File: src/rtl/uart_dec_sender.sv
// Binary-to-decimal ASCII frame sender for the UART console path.
// Double-dabble conversion, then digits MSD first plus a line terminator.
// Ports: clk, rstn (async, active-low), start/value (request),
//   busy/done/ovf (status), tx_data/tx_start/tx_done (UART byte handshake).
// Optional: define LEAD_ZERO_BLANK_EN to suppress leading zero digits.
module uart_dec_sender #(
   parameter int DATA_W  = 12,
   parameter int DIGITS  = 4,
   parameter bit TERM_CR = 1'b0
) (
   input  logic              clk,
   input  logic              rstn,
   input  logic              start,
   input  logic [DATA_W-1:0] value,
   output logic              busy,
   output logic              done,
   output logic              ovf,
   output logic [7:0]        tx_data,
   output logic              tx_start,
   input  logic              tx_done
);

   localparam int BW = 4 * DIGITS;
   localparam int CW = (DATA_W > 1) ? $clog2(DATA_W) : 1;
   localparam int IW = (DIGITS > 1) ? $clog2(DIGITS) : 1;

   typedef enum logic [2:0] {
      IDLE, CONV, LOAD, WAIT, TERM, TWAIT
   } state_t;

   state_t            state;
   logic [DATA_W-1:0] bin;
   logic [BW-1:0]     bcd;
   logic [BW-1:0]     bcd_adj;
   logic [CW-1:0]     cnt;
   logic [IW-1:0]     idx;
   logic [3:0]        nib;
`ifdef LEAD_ZERO_BLANK_EN
   logic              lead;
`endif

   always_comb begin
      bcd_adj = bcd;
      for (int i = 0; i < DIGITS; i++) begin
         if (bcd[4*i +: 4] >= 4'd5)
            bcd_adj[4*i +: 4] = bcd[4*i +: 4] + 4'd3;
      end
   end

   assign nib = bcd[4*idx +: 4];

   always_ff @(posedge clk or negedge rstn) begin
      if (!rstn) begin
         state    <= IDLE;
         bin      <= '0;
         bcd      <= '0;
         cnt      <= '0;
         idx      <= '0;
         busy     <= 1'b0;
         done     <= 1'b0;
         ovf      <= 1'b0;
         tx_data  <= 8'h00;
         tx_start <= 1'b0;
`ifdef LEAD_ZERO_BLANK_EN
         lead     <= 1'b0;
`endif
      end else begin
         tx_start <= 1'b0;
         done     <= 1'b0;
         case (state)
            IDLE: begin
               if (start) begin
                  bin   <= value;
                  bcd   <= '0;
                  cnt   <= '0;
                  ovf   <= 1'b0;
                  busy  <= 1'b1;
                  state <= CONV;
`ifdef LEAD_ZERO_BLANK_EN
                  lead  <= 1'b1;
`endif
               end
            end
            CONV: begin
               bcd <= {bcd_adj[BW-2:0], bin[DATA_W-1]};
               bin <= bin << 1;
               // a carry out of the top digit means value >= 10^DIGITS
               if (bcd_adj[BW-1])
                  ovf <= 1'b1;
               cnt <= cnt + 1'b1;
               if (cnt == CW'(DATA_W - 1)) begin
                  idx   <= IW'(DIGITS - 1);
                  state <= LOAD;
               end
            end
            LOAD: begin
`ifdef LEAD_ZERO_BLANK_EN
               // skip leading zeros, but the last digit is always sent
               if (lead && nib == 4'd0 && idx != '0) begin
                  idx <= idx - 1'b1;
               end else begin
                  lead     <= 1'b0;
                  tx_data  <= 8'h30 + {4'h0, nib};
                  tx_start <= 1'b1;
                  state    <= WAIT;
               end
`else
               tx_data  <= 8'h30 + {4'h0, nib};
               tx_start <= 1'b1;
               state    <= WAIT;
`endif
            end
            WAIT: begin
               if (tx_done) begin
                  if (idx != '0) begin
                     idx   <= idx - 1'b1;
                     state <= LOAD;
                  end else begin
                     state <= TERM;
                  end
               end
            end
            TERM: begin
               // CR goes first when enabled; tx_data tells which one is next
               if (TERM_CR && tx_data != 8'h0D)
                  tx_data <= 8'h0D;
               else
                  tx_data <= 8'h0A;
               tx_start <= 1'b1;
               state    <= TWAIT;
            end
            TWAIT: begin
               if (tx_done) begin
                  if (tx_data == 8'h0A) begin
                     busy  <= 1'b0;
                     done  <= 1'b1;
                     state <= IDLE;
                  end else begin
                     state <= TERM;
                  end
               end
            end
            default: state <= IDLE;
         endcase
      end
   end

endmodule

File: config.mk
export PLATFORM = sky130hd
export DESIGN_NAME = uart_dec_sender
export DESIGN_NICKNAME = d
export VERILOG_FILES = /design/src/rtl/uart_dec_sender.sv
export SDC_FILE = /design/constraint.sdc
export NUM_CORES = 1
export LEC_CHECK = 0
export CAP_MARGIN = 20
export CORE_MARGIN = 3
export CORE_UTILIZATION = 29
export CTS_BUF_LIST = sky130_fd_sc_hd__clkbuf_8 sky130_fd_sc_hd__clkbuf_16
export DETAILED_ROUTE_END_ITERATION = 10
export HOLD_SLACK_MARGIN = 0.05
export PLACE_DENSITY = 0.57
export SKIP_CTS_REPAIR_TIMING = 1
export SYNTH_ARGS = -nofsm -noshare
export SYNTH_HDL_FRONTEND = slang
export SYNTH_SLANG_ARGS = --single-unit
export TNS_END_PERCENT = 10
File: constraint.sdc
create_clock -name clk -period 3.2 [get_ports clk]
set_input_delay 0.64 -clock clk [delete_from_list [all_inputs] [get_ports clk]]
set_output_delay 0.64 -clock clk [all_outputs]
set_load 0.005 [all_outputs]
==> out/metrics.cfg <==
[run_status]
run_status=finished, final reports clean

[power_and_ir_drop]
total_leakage_power_nw=1.26
power_per_cell_area_nw_per_um2=860
worst_ir_drop_vdd_uv=238

[layout]
antenna_cells_inserted=0
fillCellCount=797
final-seq-area_um2=1150
stdcell_area_um2=2860
syn_to_final_growth_pct=18.7
finish.net_count=282
total_area_of_multi_input_combinational_cells_um2=1140
post_route_cells_drive_above_1_share_pct=8.56

[sta]
setup-violations-final=0
achievable_frequency_ghz=0.475
worst-slew-pin-transition_ns=0.641
time_the_worst_path_needs_with_i_o_delays_and_setup_ns=2.10
final.setup.tns_ns=0
report.final.slew_viol_count=0
fin_crit_sh_pct=65.7
hold_viol_final=0
rsz0062_at_grt=false
finClkSkew_ns=0.00964
relSlewSlack_pct=57.3

[synthesis]
syn_area_um2=2410
synth_common_cells=sky130_fd_sc_hd__dfrtp_1 (46), sky130_fd_sc_hd__nand2_1 (32), sky130_fd_sc_hd__o21ai_0 (16), sky130_fd_sc_hd__a21oi_1 (15), sky130_fd_sc_hd__inv_1 (12)
synthesis.area_per_instance_um2=10.3
synth_area_leaders=sky130_fd_sc_hd__dfrtp_1 (48%), sky130_fd_sc_hd__ha_1 (5.2%), sky130_fd_sc_hd__nand2_1 (5.0%)
number_of_enable_type_register_cells_in_the_synthesized_netlist=0
synth-async-reset-ratio_pct=100
synthesis.yosys.warnings=0
synth_sequential_area_ratio_pct=47.7
synth_top_flop_cell=sky130_fd_sc_hd__dfrtp_1
postSynthRegisterBits=46
synth_cell_type_count=42
synthCells=234
synth_top_area_cell=sky130_fd_sc_hd__dfrtp_1
post-synth-top-area-fraction_pct=47.7
post-synth-top-count-cell=sky130_fd_sc_hd__dfrtp_1

[drt]
routed-via-count=1780
drtAntennaViolNets=0
via_per_inst=4.96
routedWlPerCell_um=14.5
initialDrtViolationCount=29
detail_route.first_pass.iterations=4
remaining_drc_errors=0
total_wirelength_of_the_detailed_routed_design_um=5200

[critical_path]
path_class=register to register
critical_path.startpoint_type=register
cp-end-kind=register
critPathRequiredTime_ns=3.40
worstPathArrival_ns=2.30
critical_path_peak_fanout=18

[cts]
cts-root-buf=sky130_fd_sc_hd__clkbuf_8
cts_inserted_buffers=5
htreeDepth=2
clock-sinks=46
cts_max_path_buffers=2
clk_latency_ns=0.31
cts_tree=built
clkSlewWorstSetupHoldPaths_ns=0.09

[grt]
grt_pass1_vias=1807
grtUsageTotal_pct=11.5
number_of_antenna_violations_at_the_first_check_in_global_routing=0
overflow=0
grt_start_max_net_pins=47
wire_length_of_the_first_global_routing_pass_um=8950

[floorplanning]
initial_utilization_pct=30.6
top_level_ports=28
die_h_um=97.2
die_outline_area_um2=9440
core_um2=7890
row_count=32
chipWidth_um=97.2

[place]
gp_congestion=0.748
port_buffers=25
postPlaceCellArea_um2=2730
post-dp-hpwl_um=3550

[run]
max_cap_violations=0

[min_path]
min_delay_path_class=input port to async pin

-- cell usage in the layout (no fill, tap or decap), types with 2 or more instances in the layout --
cell type | synthesis | layout
sky130_fd_sc_hd__clkbuf_8 | 0 | 5
sky130_fd_sc_hd__clkdlybuf4s50_1 | 0 | 24
sky130_fd_sc_hd__xnor2_1 | 4 | 4
sky130_fd_sc_hd__nor2_1 | 8 | 8
sky130_fd_sc_hd__mux2i_1 | 4 | 4
sky130_fd_sc_hd__nor2b_1 | 3 | 3
sky130_fd_sc_hd__nor3b_1 | 3 | 2
sky130_fd_sc_hd__ha_1 | 10 | 10
sky130_fd_sc_hd__mux4_2 | 4 | 4
sky130_fd_sc_hd__a22oi_1 | 10 | 10
sky130_fd_sc_hd__o21ai_0 | 16 | 16
sky130_fd_sc_hd__o31ai_1 | 4 | 4
sky130_fd_sc_hd__a21boi_0 | 2 | 2
sky130_fd_sc_hd__conb_1 | 1 | 2
sky130_fd_sc_hd__inv_1 | 12 | 12
sky130_fd_sc_hd__a32o_1 | 4 | 4
sky130_fd_sc_hd__nand2_1 | 32 | 32
sky130_fd_sc_hd__a22o_1 | 7 | 7
sky130_fd_sc_hd__nand3_1 | 2 | 2
sky130_fd_sc_hd__o32ai_1 | 3 | 3
sky130_fd_sc_hd__o22ai_1 | 6 | 6
sky130_fd_sc_hd__xor2_1 | 3 | 3
sky130_fd_sc_hd__nand2b_1 | 6 | 6
sky130_fd_sc_hd__a21oi_1 | 15 | 15
sky130_fd_sc_hd__dfrtp_1 | 46 | 46
sky130_fd_sc_hd__buf_4 | 3 | 3
-- cell families (layout without fill, tap and decap cells) --
logic type / Yosys count / in the layout / synth area share (%)
XOR/XNOR: 7 / 7 / 2.54
AND/OR/NAND/NOR: 64 / 64 / 13.8
AO/OA/AOI/OAI: 71 / 71 / 19.5
other: 1 / 2 / 0.156
buffers and inverters: 27 / 49 / 5.66
adder cells (fa/ha/maj): 10 / 10 / 5.19
multiplexers: 8 / 8 / 5.40
flip-flops: 46 / 46 / 47.7
-- per-stage QoR --
stage	setup slack [ns]	std cells	hold slack, ns	util, %	power [mW]
2_1_floorplan	1.50	235	0.344	-	1.75
3_3_place_gp	0.861	350	0.460	34.6	2.01
4_1_cts	1.07	358	0.487	36.0	2.49
3_5_place_dp	0.864	350	0.464	34.6	2.03
6_report	1.10	359	0.254	36.3	2.46
5_1_grt	0.931	359	0.275	36.3	2.69
-- registers in the layout (all words and copies together), names as in the netlist --
name / count
busy: 1
bin: 12
state: 3
done: 1
ovf: 1
tx_start: 1
cnt: 4
idx: 2
tx_data: 5
bcd: 16
-- critical path: stages, from the launching register on --
cell	delay (ns)
sky130_fd_sc_hd__dfrtp_1	0.59
sky130_fd_sc_hd__or3b_1	0.74
sky130_fd_sc_hd__nand2_4	0.29
sky130_fd_sc_hd__o21ai_0	0.12
sky130_fd_sc_hd__a22o_1	0.25
-- report_power, final --
| part | leakage [nW] | total [mW] | switching, mW | internal, mW |
|---|---|---|---|---|
| Sequential | 0.586 | 1.01 | 0.223 | 0.787 |
| Clock | 0.0585 | 0.444 | 0.210 | 0.234 |
| Combinational | 0.615 | 1.01 | 0.527 | 0.480 |
-- cell type report --
cell class                 count  share of cell area, %
timing repair buffer          29                   10.1
inverter                      12                   1.57
clock inverter                 3                   1.53
clock buffer                   5                   2.40
sequential                    46                   40.2
tap                          102                   4.46
multi-input combinational    162                   39.8
-- metal layers --
metal,global-route usage [%],vias to the layer above,part of all wire [%]
li1,-,877,-
met1,15.7,874,51
met4,2.59,0,0.27
met2,17.9,27,45
met5,0,-,0
met3,3.59,2,3.9
-- worst paths after layout --
check	from	to	slack, ns	cells after the start
max reg2reg	state[1]$_DFFE_PN0P_	cnt[2]$_DFFE_PN0P_	1.10	4
min in group clk	bin[4]$_DFFE_PN0P_	bin[4]$_DFFE_PN0P_	0.48	2
max	state[1]$_DFFE_PN0P_	cnt[2]$_DFFE_PN0P_	1.10	4
min	rstn	bcd[10]$_DFFE_PN0P_	0.25	1
max in group asynchronous	rstn	idx[0]$_DFFE_PN0P_	2.44	2
min reg2reg	bin[4]$_DFFE_PN0P_	bin[4]$_DFFE_PN0P_	0.48	2
No activity file was read; power rests on OpenSTA's default activity.
